`src/rtl/os_pe_pkg.sv`:
```
// Shared types and helpers for the output-stationary PE: result-buffer state,
// parameter sanity check and accumulator saturation bounds.
package os_pe_pkg;

  // Result buffer occupancy.
  typedef enum logic {
    EMPTY = 1'b0,
    HOLD  = 1'b1
  } bufState_t;

  // Widest accumulator the bound helpers can describe.
  localparam int MAX_ACC_W = 128;

  // A full-width product must fit the accumulator without loss.
  function automatic bit width_ok(input int dataW, input int accW);
    return (dataW > 0) && (accW >= 2 * dataW) && (accW <= MAX_ACC_W);
  endfunction

  // Largest representable accumulator value; callers truncate to accW bits.
  function automatic logic [MAX_ACC_W-1:0] sat_max(input int accW, input logic sgn);
    int shift;
    shift = sgn ? accW - 1 : accW;
    return (MAX_ACC_W'(1) << shift) - MAX_ACC_W'(1);
  endfunction

  // Smallest representable accumulator value; callers truncate to accW bits.
  function automatic logic [MAX_ACC_W-1:0] sat_min(input int accW, input logic sgn);
    return sgn ? (MAX_ACC_W'(1) << (accW - 1)) : '0;
  endfunction

endpackage

```
`src/rtl/os_mac.sv`:
```
// Combinational multiply-accumulate step: full-width product, optional restart,
// one guard bit for overflow detection and optional clamping.
module os_mac
  import os_pe_pkg::*;
#(
  parameter int DATA_W = 16,
  parameter int ACC_W  = 40,
  parameter int SAT    = 1
) (
  input  logic [DATA_W-1:0] a,
  input  logic [DATA_W-1:0] b,
  input  logic [ACC_W-1:0]  acc,
  input  logic              clr,
  input  logic              cfgSigned,
  output logic [ACC_W-1:0]  sum,
  output logic              ovf
);

  localparam int PW = 2 * DATA_W;
  localparam int SW = ACC_W + 1;

  localparam logic [ACC_W-1:0] MAX_U = ACC_W'(sat_max(ACC_W, 1'b0));
  localparam logic [ACC_W-1:0] MAX_S = ACC_W'(sat_max(ACC_W, 1'b1));
  localparam logic [ACC_W-1:0] MIN_S = ACC_W'(sat_min(ACC_W, 1'b1));

  logic [PW-1:0] aExt;
  logic [PW-1:0] bExt;
  logic [PW-1:0] prod;
  logic [SW-1:0] prodExt;
  logic [SW-1:0] accExt;
  logic [SW-1:0] rawSum;

  // Extend operands per mode, add at ACC_W+1 bits and clamp on overflow.
  always_comb begin
    // NOTE: every output is assigned before any condition, so no latch is inferred.
    sum     = '0;
    ovf     = 1'b0;
    // The low PW bits of a product of sign-extended operands are the signed product.
    aExt    = {{DATA_W{cfgSigned & a[DATA_W-1]}}, a};
    bExt    = {{DATA_W{cfgSigned & b[DATA_W-1]}}, b};
    prod    = aExt * bExt;
    prodExt = {{(SW - PW){cfgSigned & prod[PW-1]}}, prod};
    accExt  = clr ? '0 : {cfgSigned & acc[ACC_W-1], acc};
    rawSum  = accExt + prodExt;
    // Unsigned overflow is a carry out; signed overflow is a guard/sign mismatch.
    ovf     = cfgSigned ? (rawSum[SW-1] ^ rawSum[SW-2]) : rawSum[SW-1];
    sum     = rawSum[ACC_W-1:0];
    if (SAT != 0 && ovf) begin
      if (cfgSigned) sum = rawSum[SW-1] ? MIN_S : MAX_S;
      else           sum = MAX_U;
    end
  end

endmodule

```
`src/rtl/os_pe_param.sv`:
```
// Output-stationary systolic PE: operand pass-through, accumulator with a
// double-buffered result register and a token-driven result drain chain.
module os_pe_param
  import os_pe_pkg::*;
#(
  parameter int DATA_W = 16,
  parameter int ACC_W  = 40,
  parameter int SAT    = 1
) (
  input  logic              clk,
  input  logic              rstn,
  input  logic              cfgSigned,
  input  logic [DATA_W-1:0] ipA,
  input  logic              ipAValid,
  input  logic [DATA_W-1:0] ipB,
  input  logic              ipBValid,
  input  logic              ipClr,
  input  logic              ipLast,
  output logic [DATA_W-1:0] opA,
  output logic              opAValid,
  output logic [DATA_W-1:0] opB,
  output logic              opBValid,
  input  logic [ACC_W-1:0]  ipC,
  input  logic              ipCValid,
  input  logic              ipDrainTok,
  output logic [ACC_W-1:0]  opC,
  output logic              opCValid,
  output logic              opDrainTok,
  output logic              opSat,
  output logic              opOvr,
  output logic              opErr
);

  if (!width_ok(DATA_W, ACC_W)) begin : gWidthCheck
    $error("os_pe_param: ACC_W=%0d must be at least 2*DATA_W=%0d", ACC_W, 2 * DATA_W);
  end

  bufState_t        state;
  logic [ACC_W-1:0] acc;
  logic [ACC_W-1:0] resReg;
  logic [ACC_W-1:0] macSum;
  logic             macOvf;
  logic             macBeat;
  logic             lastBeat;
  logic             emit;

  assign macBeat  = ipAValid & ipBValid;
  assign lastBeat = macBeat & ipLast;
  assign emit     = ipDrainTok & (state == HOLD);

  os_mac #(
    .DATA_W (DATA_W),
    .ACC_W  (ACC_W),
    .SAT    (SAT)
  ) uMac (
    .a         (ipA),
    .b         (ipB),
    .acc       (acc),
    .clr       (ipClr),
    .cfgSigned (cfgSigned),
    .sum       (macSum),
    .ovf       (macOvf)
  );

  // Forward operands and their qualifiers to the neighbours one cycle later.
  always_ff @(posedge clk) begin
    if (!rstn) begin
      opA      <= '0;
      opAValid <= 1'b0;
      opB      <= '0;
      opBValid <= 1'b0;
    end else begin
      opA      <= ipA;
      opAValid <= ipAValid;
      opB      <= ipB;
      opBValid <= ipBValid;
    end
  end

  // Accumulate MAC beats, capture finished tiles and track result-buffer occupancy.
  always_ff @(posedge clk) begin
    if (!rstn) begin
      // NOTE: resReg is a single register rather than a memory array, so it is reset with the rest of the state.
      state  <= EMPTY;
      acc    <= '0;
      resReg <= '0;
      opSat  <= 1'b0;
      opOvr  <= 1'b0;
    end else begin
      if (macBeat) begin
        acc <= lastBeat ? '0 : macSum;
        if (macOvf) opSat <= 1'b1;
      end
      if (lastBeat) begin
        resReg <= macSum;
        state  <= HOLD;
        // A held result lost without ever being drained is an overrun.
        if (state == HOLD && !ipDrainTok) opOvr <= 1'b1;
      end else if (emit) begin
        state <= EMPTY;
      end
    end
  end

  // Drain mux: emit the held result on a token, otherwise pass the upstream result on.
  always_ff @(posedge clk) begin
    if (!rstn) begin
      opC        <= '0;
      opCValid   <= 1'b0;
      opDrainTok <= 1'b0;
      opErr      <= 1'b0;
    end else begin
      opDrainTok <= ipDrainTok;
      if (emit) begin
        // NOTE: non-blocking assignment, so this reads resReg from before a same-edge capture.
        opC      <= resReg;
        opCValid <= 1'b1;
        if (ipCValid) opErr <= 1'b1;
      end else begin
        opC      <= ipC;
        opCValid <= ipCValid;
      end
    end
  end

endmodule
```
`config.mk`:
```
export PLATFORM = sky130hd
export DESIGN_NAME = os_pe_param
export DESIGN_NICKNAME = d
export VERILOG_FILES = /design/src/rtl/os_pe_pkg.sv /design/src/rtl/os_mac.sv /design/src/rtl/os_pe_param.sv
export SDC_FILE = /design/constraint.sdc
export NUM_CORES = 1
export LEC_CHECK = 0
export CORE_MARGIN = 3
export CORE_UTILIZATION = 60
export DETAILED_ROUTE_END_ITERATION = 8
export HOLD_SLACK_MARGIN = 0.15
export PLACE_DENSITY = 0.82
export SYNTH_ARGS = -nofsm -noshare
export SYNTH_HDL_FRONTEND = slang
export SYNTH_SLANG_ARGS = --single-unit
```
`constraint.sdc`:
```
create_clock -name clk -period 15.5 [get_ports clk]
set_input_delay 3.1 -clock clk [delete_from_list [all_inputs] [get_ports clk]]
set_output_delay 3.1 -clock clk [all_outputs]
set_load 0.01 [all_outputs]
```
==> metrics.md, run 1 <==
| Metric | Value |
|---|---|
| CP Max Fanout | `42` |
| Vias per Instance | `5.67` |
| Maximum number of pins on one net before global-route repair | `slightly below 50` |
| Worst setup path startpoint | `ipA[15]` |
| Detail-routed net length per standard cell | `17.2 µm` |
| Area growth syn-to-layout | `12.9%` |
| Antenna diodes | `0` |
| Routed via count | `14,800` |
| Startpoint class of the critical path | `primary input` |
| Routability congestion estimate | `around 0.91` |
| Total Die Area | `32,700 µm²` |
| Proportion of layout cells with a drive suffix above 1 | `4.01%` |
| Crit Reg-Reg Startpoint | `acc[0]` |
| RSZ-0062 raised after global routing | `no` |
| Core region area | `29,900 µm²` |
| Pre-Repair DR Iteration Count | `7` |
| Transition time of the tightest slew-check pin | `a little over 900 ps` |
| Sequential fraction of the synthesis area | `approximately 17%` |
| CTS buffer count | `17` |
| Proportion of register bits with asynchronous set or reset after synthesis | `0%` |
| Yosys reg bits | `160` |
| Buffers inserted during post-CTS setup optimization | `0` |
| Reported max-cap violation count | `0` |
| DRC violations left | `0` |
| Maximum clock skew at final layout | `22.7 ps` |
| Count of nets after finishing | `around 2,700` |
| Final total negative setup slack | `0 ps` |
| Final-report hold violation count | `0` |
| Instance count of the mapped netlist | `2,113` |
| Final HPWL DP | `34,500 µm` |
| Number of top-level pins | `160` |
| Maximum level of the CTS H-tree | `4` |
| Starting DRC count in detailed routing | `910` |
| Arrival time of data at the critical path endpoint | `13,840 ps` |
| Worst slew margin relative to its limit | `between 30% and 40%` |
| Remaining global-route overflow | `0` |
| Core occupancy in the finished layout | `69.3%` |
| Post-synth EDFFs | `0` |
| Post-DP Area | `about 20,000 µm²` |
| Maximum clock frequency | `0.0743 GHz` |
| YS warnings | `0` |
| First-pass GRT wire length | `76,000 µm` |
| Critical Path End Type | `flip-flop` |
| Data required time of the critical path | `15,880 ps` |
| Mapped Area | `18,300 µm²` |
| Number of placed cells counting well taps | `roughly 2,600` |
| Row Count | `63` |
| Syn Nets | `2,596` |
| Total global-route track usage | `28.4%` |
| Status | `finished, final reports clean` |
| Most common cell after layout, fill and taps aside | `sky130_fd_sc_hd__nand2_1` |
| Design Area, Final | `20,700 µm²` |
| Area occupied by multi-input gates | `13,500 µm²` |
| Total clock sinks | `160` |
| Critical path type | `in2reg` |
| Clock Tree Buf Depth | `2` |
| Final non-filler cell total | `between 2,000 and 3,000` |
| Insertion delay of the later-clocked pin in the worst-skew pair | `about 450 ps` |
| Initial antenna violation count | `0` |
| Clk pin slew, worst setup/hold paths | `60 ps` |
| Routed Wire Length | `44,900 µm` |
| Overall die height | `approximately 180 µm` |
| Clock tree from TritonCTS | `yes` |
| Number of buffer cells added on primary ports | `159` |
| Fillers | `approximately 2,300` |
| Initial core utilization | `61.3%` |
| Syn_area_per_cell | `8.67 µm²` |
| Horiz. Die Dim | `181 µm` |
| Commonest cells after routing, fill and taps aside | `sky130_fd_sc_hd__nand2_1 (330), sky130_fd_sc_hd__inv_1 (325), sky130_fd_sc_hd__fa_1 (283)` |
| Largest incremental delay on the critical path | `960 ps` |
| # hold bufs at CTS | `0` |
| Vias in the first global route | `16,000` |
| Sequential standard cell area | `3200 µm²` |
| Clock root buffer | `sky130_fd_sc_hd__clkbuf_16` |
| Highest-delay cell along the critical path | `sky130_fd_sc_hd__clkdlybuf4s50_1` |
| Post-synth top flop | `sky130_fd_sc_hd__dfxtp_1` |
| Slew Limit Fails | `0` |
| Post-route clock period utilization | `a little under 90%` |
| Cell repeated most along the worst path | `sky130_fd_sc_hd__fa_1` |
| Post-DRT Antenna Nets | `0` |
| Time the worst path needs with I/O delays and setup | `about 13,000 ps` |
| Worst hold-check path type | `reg2reg` |
| Number of setup violations in the final report | `0` |
| Number of distinct standard cells referenced by the synthesized netlist | `71` |
| Critical hold path startpoint | `acc[4]` |
| CTS-repair resized insts | `0` |
==> critical path, delay by kind of cell <==
| family | cells | cell delay, ps |
|---|---|---|
| fa+ha+maj | 8 | 3590 |
| compound gates | 10 | 2940 |
| buf+inv | 7 | 1860 |
| simple gates | 9 | 1760 |
| xor+xnor | 2 | 550 |
==> sequential cells by signal (all words and copies together), names as in the netlist <==
name,count
state,1
resReg,40
opB,16
acc,40
opOvr,1
opC,40
opErr,1
opBValid,1
opAValid,1
opA,16
opCValid,1
opDrainTok,1
opSat,1
==> kinds of logic after synthesis <==
group	count (synthesis)	share of synthesized area (%)
and+or+nand+nor	800	21.6
adders and majority gates	405	39.2
DFF	160	17.5
muxes	1	0.0546
AOI/OAI and AO/OA	241	8.69
xor gates and xnor gates	82	4.06
buffers and inverters	424	8.88
==> metrics by stage <==
stage | hold slack, ps | setup WS [ps]
2_1_floorplan | 418 | 3680
3_3_place_gp | 434 | 1990
3_5_place_dp | 441 | 1680
4_1_cts | 456 | 2120
5_1_grt | 479 | 1290
6_report | 449 | 2040
==> synthesized netlist by cell type (5+ instances only) <==
master / count / area, µm²
sky130_fd_sc_hd__ha_1: 119 / 1490
sky130_fd_sc_hd__fa_1: 283 / 5670
sky130_fd_sc_hd__a211oi_1: 6 / 45.0
sky130_fd_sc_hd__xnor2_1: 63 / 552
sky130_fd_sc_hd__or2_2: 6 / 37.5
sky130_fd_sc_hd__nor2_1: 40 / 150
sky130_fd_sc_hd__xor2_1: 17 / 149
sky130_fd_sc_hd__and3_1: 14 / 87.6
sky130_fd_sc_hd__a21o_1: 26 / 195
sky130_fd_sc_hd__a31oi_1: 5 / 31.3
sky130_fd_sc_hd__nand2b_1: 10 / 62.6
sky130_fd_sc_hd__and2_1: 157 / 982
sky130_fd_sc_hd__o21ai_0: 25 / 125
sky130_fd_sc_hd__o21bai_1: 12 / 90.1
sky130_fd_sc_hd__inv_1: 325 / 1220
sky130_fd_sc_hd__dfxtp_1: 160 / 3200
sky130_fd_sc_hd__nor3_1: 15 / 75.1
sky130_fd_sc_hd__nand3_2: 20 / 200
sky130_fd_sc_hd__a21oi_1: 107 / 536
sky130_fd_sc_hd__o211ai_1: 7 / 52.6
sky130_fd_sc_hd__o21a_1: 12 / 90.1
sky130_fd_sc_hd__clkbuf_1: 90 / 338
sky130_fd_sc_hd__nand2_1: 330 / 1240
sky130_fd_sc_hd__nand3_1: 149 / 746
sky130_fd_sc_hd__nor2b_1: 43 / 269
==> final timing paths <==
path	to	slack, ps	depth (start not counted)
setup reg to reg	resReg[6]	10240	17
hold reg to reg	acc[4]	450	2
hold / removal	acc[4]	450	2
setup / recovery	resReg[6]	2040	36
==> routing by layer <==
layer / part of all wire [%] / GRT usage [%] / up-vias
met5: 0 / 0 / -
met4: 4.4 / 12.4 / 0
met3: 4.8 / 4.17 / 151
met2: 53 / 52.0 / 454
met1: 38 / 33.1 / 7365
li1: - / - / 6812
==> final cells by class <==
| class | instances | share of cell area [%] |
|---|---|---|
| Clock buffer | 18 | 2.07 |
| Clock inverter | 13 | 0.611 |
| Inverter | 325 | 5.89 |
| Multi-Input combinational cell | 1529 | 65.4 |
| Sequential cell | 160 | 15.5 |
| Tap cell | 390 | 2.36 |
| Timing Repair Buffer | 173 | 8.23 |
Power of run 1 is left out: the tool's default activity adds up to more than one toggle a clock period on the data nets, which glitch-free logic cannot reach.
==> run 2, diff against run 1 <==
--- a/config.mk
+++ b/config.mk
@@ -7,9 +7,11 @@
 export LEC_CHECK = 0
 export CORE_MARGIN = 3
 export CORE_UTILIZATION = 60
+export CTS_BUF_LIST = sky130_fd_sc_hd__clkbuf_4
 export DETAILED_ROUTE_END_ITERATION = 8
 export HOLD_SLACK_MARGIN = 0.15
 export PLACE_DENSITY = 0.82
+export RECOVER_POWER = 100
 export SYNTH_ARGS = -nofsm -noshare
 export SYNTH_HDL_FRONTEND = slang
 export SYNTH_SLANG_ARGS = --single-unit
==> run 2 against run 1 <==
The run now ends with capacitance limit, slew limit left. Die area unchanged. Utilization shrank 1.1 points. Wire length is 1.5% lower. Clock skew rose by 41 ps. Sequential share of layout area rose by 0.24 points. Global-route usage is 0.29 points lower. First-iteration DRC count fell by 12%. Fmax fell by 1.8%. Flip-flop and latch count stayed put. Critical path type unchanged. Highest routed layer unchanged.
==> metrics.md, run 2 (synthesized netlist as in run 1, its figures left out) <==
| Metric | Value |
|---|---|
| Arrival time of data at the critical path endpoint | `14,270 ps` |
| Vias in the first global route | `approximately 16,000` |
| Cell repeated most along the worst path | `sky130_fd_sc_hd__fa_1` |
| Total Die Area | `32,700 µm²` |
| Critical Path End Type | `flip-flop` |
| Buffers inserted during post-CTS setup optimization | `0` |
| Number of buffer cells added on primary ports | `between 150 and 200` |
| Clock Tree Buf Depth | `2` |
| Vias per Instance | `5.63` |
| Core occupancy in the finished layout | `between 60% and 70%` |
| Total global-route track usage | `around 28%` |
| Setup slack after placement | `1680 ps` |
| Post-DRT Antenna Nets | `0` |
| Worst hold-check path type | `reg2reg` |
| Initial core utilization | `between 60% and 70%` |
| Proportion of layout cells with a drive suffix above 1 | `around 3.9%` |
| Post-route clock period utilization | `88.4%` |
| Largest incremental delay on the critical path | `roughly 1000 ps` |
| Initial antenna violation count | `1` |
| Maximum clock skew at final layout | `63.8 ps` |
| Maximum level of the CTS H-tree | `4` |
| First-pass GRT wire length | `75,200 µm` |
| Routed via count | `14,700` |
| RSZ-0062 raised after global routing | `no` |
| Time the worst path needs with I/O delays and setup | `13,710 ps` |
| Startpoint class of the critical path | `primary input` |
| Starting DRC count in detailed routing | `805` |
| CTS buffer count | `17` |
| Clock tree from TritonCTS | `yes` |
| Insertion delay of the later-clocked pin in the worst-skew pair | `650 ps` |
| Pre-Repair DR Iteration Count | `5` |
| Number of setup violations in the final report | `0` |
| Slack of the critical path | `1790 ps` |
| Critical path type | `in2reg` |
| Number of top-level pins | `160` |
| Worst slew margin relative to its limit | `-48.8%` |
| Transition time of the tightest slew-check pin | `2230 ps` |
| Slew Limit Fails | `91` |
| Post-DP Area | `roughly 20,000 µm²` |
| Maximum number of pins on one net before global-route repair | `49` |
| Routability congestion estimate | `0.911` |
| Area growth syn-to-layout | `11.2%` |
| Routed Wire Length | `44,200 µm` |
| Remaining global-route overflow | `0` |
| Reported max-cap violation count | `2` |
| Maximum clock frequency | `approximately 0.073 GHz` |
| Commonest cells after routing, fill and taps aside | `sky130_fd_sc_hd__nand2_1 (329), sky130_fd_sc_hd__inv_1 (325), sky130_fd_sc_hd__fa_1 (283)` |
| Top Registers | `acc: 40 flops, opC: 40 flops, resReg: 40 flops` |
| Failing checks | `capacitance limit, slew limit` |
| Status | `complete, but fails checks` |
| Highest-delay cell along the critical path | `sky130_fd_sc_hd__dlygate4sd3_1` |
| CTS-repair resized insts | `0` |
| Most common cell after layout, fill and taps aside | `sky130_fd_sc_hd__nand2_1` |
| Final total negative setup slack | `0 ps` |
| Final HPWL DP | `34,500 µm` |
| Row Count | `63` |
| Clock root buffer | `sky130_fd_sc_hd__clkbuf_4` |
| Total clock sinks | `160` |
| # hold bufs at CTS | `0` |
| CP Max Fanout | `42` |
| Clk pin slew, worst setup/hold paths | `150 ps` |
| Horiz. Die Dim | `between 150 and 200 µm` |
| Count of nets after finishing | `2,688` |
| Core region area | `29,900 µm²` |
| Detail-routed net length per standard cell | `16.9 µm` |
| Final-report hold violation count | `0` |
| Design Area, Final | `20,400 µm²` |
| Overall die height | `between 150 and 200 µm` |
| Data required time of the critical path | `between 15,000 and 20,000 ps` |
| DRC violations left | `0` |
[run 2: cell types whose count changed in the layout (fill, tap and decap cells not counted), moves of 2 or more]
| cell | previous run | this run |
|---|---|---|
| sky130_fd_sc_hd__and2_1 | 157 | 142 |
| sky130_fd_sc_hd__buf_4 | 13 | 11 |
| sky130_fd_sc_hd__and2_0 | 0 | 15 |
| sky130_fd_sc_hd__clkbuf_16 | 17 | 0 |
| sky130_fd_sc_hd__dlygate4sd3_1 | 0 | 81 |
| sky130_fd_sc_hd__clkdlybuf4s50_1 | 159 | 78 |
| sky130_fd_sc_hd__clkbuf_4 | 0 | 18 |
[run 2: worst max-delay path, delay by kind of cell]
kind                       cells  cell delay, ps
and+or+nand+nor                9            1810
xor gates and xnor gates       2             560
adders and majority gates      8            3590
AOI/OAI and AO/OA             10            3220
buffers and inverters          7            1930
[run 2: final timing paths]
| kind | from | end | slack (ps) | cells past startpoint |
|---|---|---|---|---|
| setup / recovery | ipA[15] | resReg[6] | 1790 | 36 |
| hold / removal | resReg[35] | opC[35] | 450 | 2 |
| hold reg to reg | resReg[35] | opC[35] | 450 | 2 |
| setup reg to reg | acc[0] | resReg[6] | 10210 | 17 |
[run 2: per-stage QoR]
| step | instances | hold WS [ps] |
|---|---|---|
| detailed placement | 2576 | 441 |
| global route | 2608 | 464 |
| finish | 2608 | 453 |
| floorplan | 2113 | 418 |
| CTS | 2607 | 457 |
| global placement | 2576 | 434 |
[run 2: per-layer routing]
layer / vias up / track usage [%] / part of all wire [%]
met5: - / 0 / 0
met4: 0 / 12.3 / 4.2
met3: 130 / 3.95 / 5.1
met2: 462 / 51.4 / 53
met1: 7271 / 32.8 / 38
li1: 6814 / - / -
[run 2: layout make-up]
cell class / count / area (µm²)
clock inverter: 13 / 126
tap: 390 / 488
sequential: 160 / 3200
clock buffer: 18 / 135
antenna: 1 / 2.50
fill: 2399 / 9500
timing repair buffer: 172 / 1680
multi-input combinational: 1529 / 13500
inverter: 325 / 1220
Power of run 2 is left out for the same reason.
==> run 3, diff against run 2 <==
--- a/config.mk
+++ b/config.mk
@@ -7,7 +7,7 @@
 export LEC_CHECK = 0
 export CORE_MARGIN = 3
 export CORE_UTILIZATION = 60
-export CTS_BUF_LIST = sky130_fd_sc_hd__clkbuf_4
+export CTS_BUF_LIST = sky130_fd_sc_hd__clkbuf_8
 export DETAILED_ROUTE_END_ITERATION = 8
 export HOLD_SLACK_MARGIN = 0.15
 export PLACE_DENSITY = 0.82
==> run 3 against run 2 <==
Via count is essentially flat. Critical endpoint unchanged. Fmax is 1.3% lower. Final cell count unchanged. The run still ends with capacitance limit, slew limit left. Highest routed layer unchanged. First-iteration DRC count up 1.7%. Utilization grew 0.30 points. Largest cell class unchanged. Register-to-register slack worse by 530 ps.
==> metrics.md, run 3 (synthesized netlist as in run 1, its figures left out) <==
| Metric | Value |
|---|---|
| Detail-routed net length per standard cell | `17.0 µm` |
| # hold bufs at CTS | `0` |
| DRC violations left | `0` |
| Data required time of the critical path | `15,930 ps` |
| Slew Limit Fails | `130` |
| Number of setup violations in the final report | `0` |
| Vias per Instance | `5.63` |
| Total clock sinks | `160` |
| Maximum level of the CTS H-tree | `4` |
| Commonest cells after routing, fill and taps aside | `sky130_fd_sc_hd__nand2_1 (330), sky130_fd_sc_hd__inv_1 (326), sky130_fd_sc_hd__fa_1 (283)` |
| Reported max-cap violation count | `3` |
| Clock root buffer | `sky130_fd_sc_hd__clkbuf_8` |
| Gate family responsible for the most delay along the worst path | `adder cells` |
| Core region area | `~30,000 µm²` |
| Buffers inserted during post-CTS setup optimization | `0` |
| Remaining global-route overflow | `0` |
| Worst hold-check path type | `reg2reg` |
| Time the worst path needs with I/O delays and setup | `13,880 ps` |
| Horiz. Die Dim | `181 µm` |
| Starting DRC count in detailed routing | `819` |
| Count of nets after finishing | `2,689` |
| Initial antenna violation count | `0` |
| Proportion of layout cells with a drive suffix above 1 | `around 3.8%` |
| Highest-delay cell along the critical path | `sky130_fd_sc_hd__xnor2_2` |
| Final HPWL DP | `34,500 µm` |
| Initial core utilization | `61.3%` |
| Routability congestion estimate | `between 0.9 and 1` |
| Final total negative setup slack | `0 ps` |
| Area growth syn-to-layout | `11.7%` |
| Pre-Repair DR Iteration Count | `5` |
| Slack of the critical path | `between 1500 and 2000 ps` |
| Cell repeated most along the worst path | `sky130_fd_sc_hd__fa_1` |
| Maximum clock skew at final layout | `34.2 ps` |
| Final-report hold violation count | `0` |
| Startpoint class of the critical path | `primary input` |
| Clock Tree Buf Depth | `2` |
| Total Die Area | `between 30,000 and 40,000 µm²` |
| Total global-route track usage | `~28%` |
| Maximum number of pins on one net before global-route repair | `49` |
| Number of buffer cells added on primary ports | `159` |
| Post-route clock period utilization | `89.5%` |
| Number of top-level pins | `160` |
| Status | `complete, but fails checks` |
| RSZ-0062 raised after global routing | `no` |
| Overall die height | `between 150 and 200 µm` |
| Antenna diodes | `0` |
| Routed via count | `14,700` |
| Setup slack of the worst register-to-register path | `9680 ps` |
| Transition time of the tightest slew-check pin | `2210 ps` |
| Setup slack after placement | `between 1500 and 2000 ps` |
| Routed Wire Length | `44,400 µm` |
| Count of buffer and inverter cells on the critical path | `6` |
| Clock tree from TritonCTS | `yes` |
| Clk pin slew, worst setup/hold paths | `90 ps` |
| Row Count | `63` |
| Vias in the first global route | `15,900` |
| Insertion delay of the later-clocked pin in the worst-skew pair | `510 ps` |
| CTS buffer count | `17` |
| First-pass GRT wire length | `75,400 µm` |
| Maximum clock frequency | `0.0720 GHz` |
| Post-DRT Antenna Nets | `0` |
| Worst slew margin relative to its limit | `-47.6%` |
| Arrival time of data at the critical path endpoint | `about 14,000 ps` |
| Most common cell after layout, fill and taps aside | `sky130_fd_sc_hd__nand2_1` |
| Largest incremental delay on the critical path | `1230 ps` |
| Failing checks | `capacitance limit, slew limit` |
| CP Max Fanout | `42` |
| Top Registers | `acc: 40 flops, opC: 40 flops, resReg: 40 flops` |
| CTS-repair resized insts | `0` |
| Critical Path End Type | `flip-flop` |
| Critical path type | `in2reg` |
run 3: layout make-up:
cell class	count	area, µm²
multi-input combinational	1529	13500
fill	2373	9410
sequential	160	3200
timing repair buffer	173	1700
inverter	325	1220
tap	390	488
clock buffer	17	234
clock inverter	14	130
run 3: per-layer routing:
layer | global-route usage [%] | routed length [µm] | part of all wire [%] | vias up
li1 | - | - | - | 6816
met1 | 32.8 | 16700 | 38 | 7273
met2 | 51.6 | 23500 | 53 | 444
met3 | 4.21 | 2210 | 5.0 | 151
met4 | 12.0 | 2020 | 4.5 | 0
met5 | 0 | 0 | 0 | -
run 3: stage by stage:
step                      instance area, µm²  utilization, %  instances  hold slack (ps)
final                                  20500            68.5       2608              456
after CTS                              20500            68.6       2607              461
after global routing                   20500            68.5       2608              473
after floorplan                        18300               -       2113              418
after detailed placement               20100            67.4       2576              441
after global placement                 20100            67.4       2576              434
run 3: worst reg2reg max path, delay by kind of cell (launching register included):
| family | cells | cell delay, ps |
|---|---|---|
| AO/OA/AOI/OAI | 9 | 2100 |
| XOR/XNOR | 1 | 1230 |
| adder cells (fa/ha/maj) | 3 | 1130 |
| buffers and inverters | 1 | 580 |
| AND/OR/NAND/NOR | 3 | 420 |
| flip-flops | 1 | 320 |
run 3: path summary, 6_finish.rpt:
check | to | startpoint | cells after the start
worst max-delay path | resReg[6] | ipA[15] | 32
worst min-delay path | acc[4] | acc[4] | 2
worst min register to register | acc[4] | acc[4] | 2
worst max register to register | resReg[6] | acc[0] | 17
Power of run 3 is left out for the same reason.
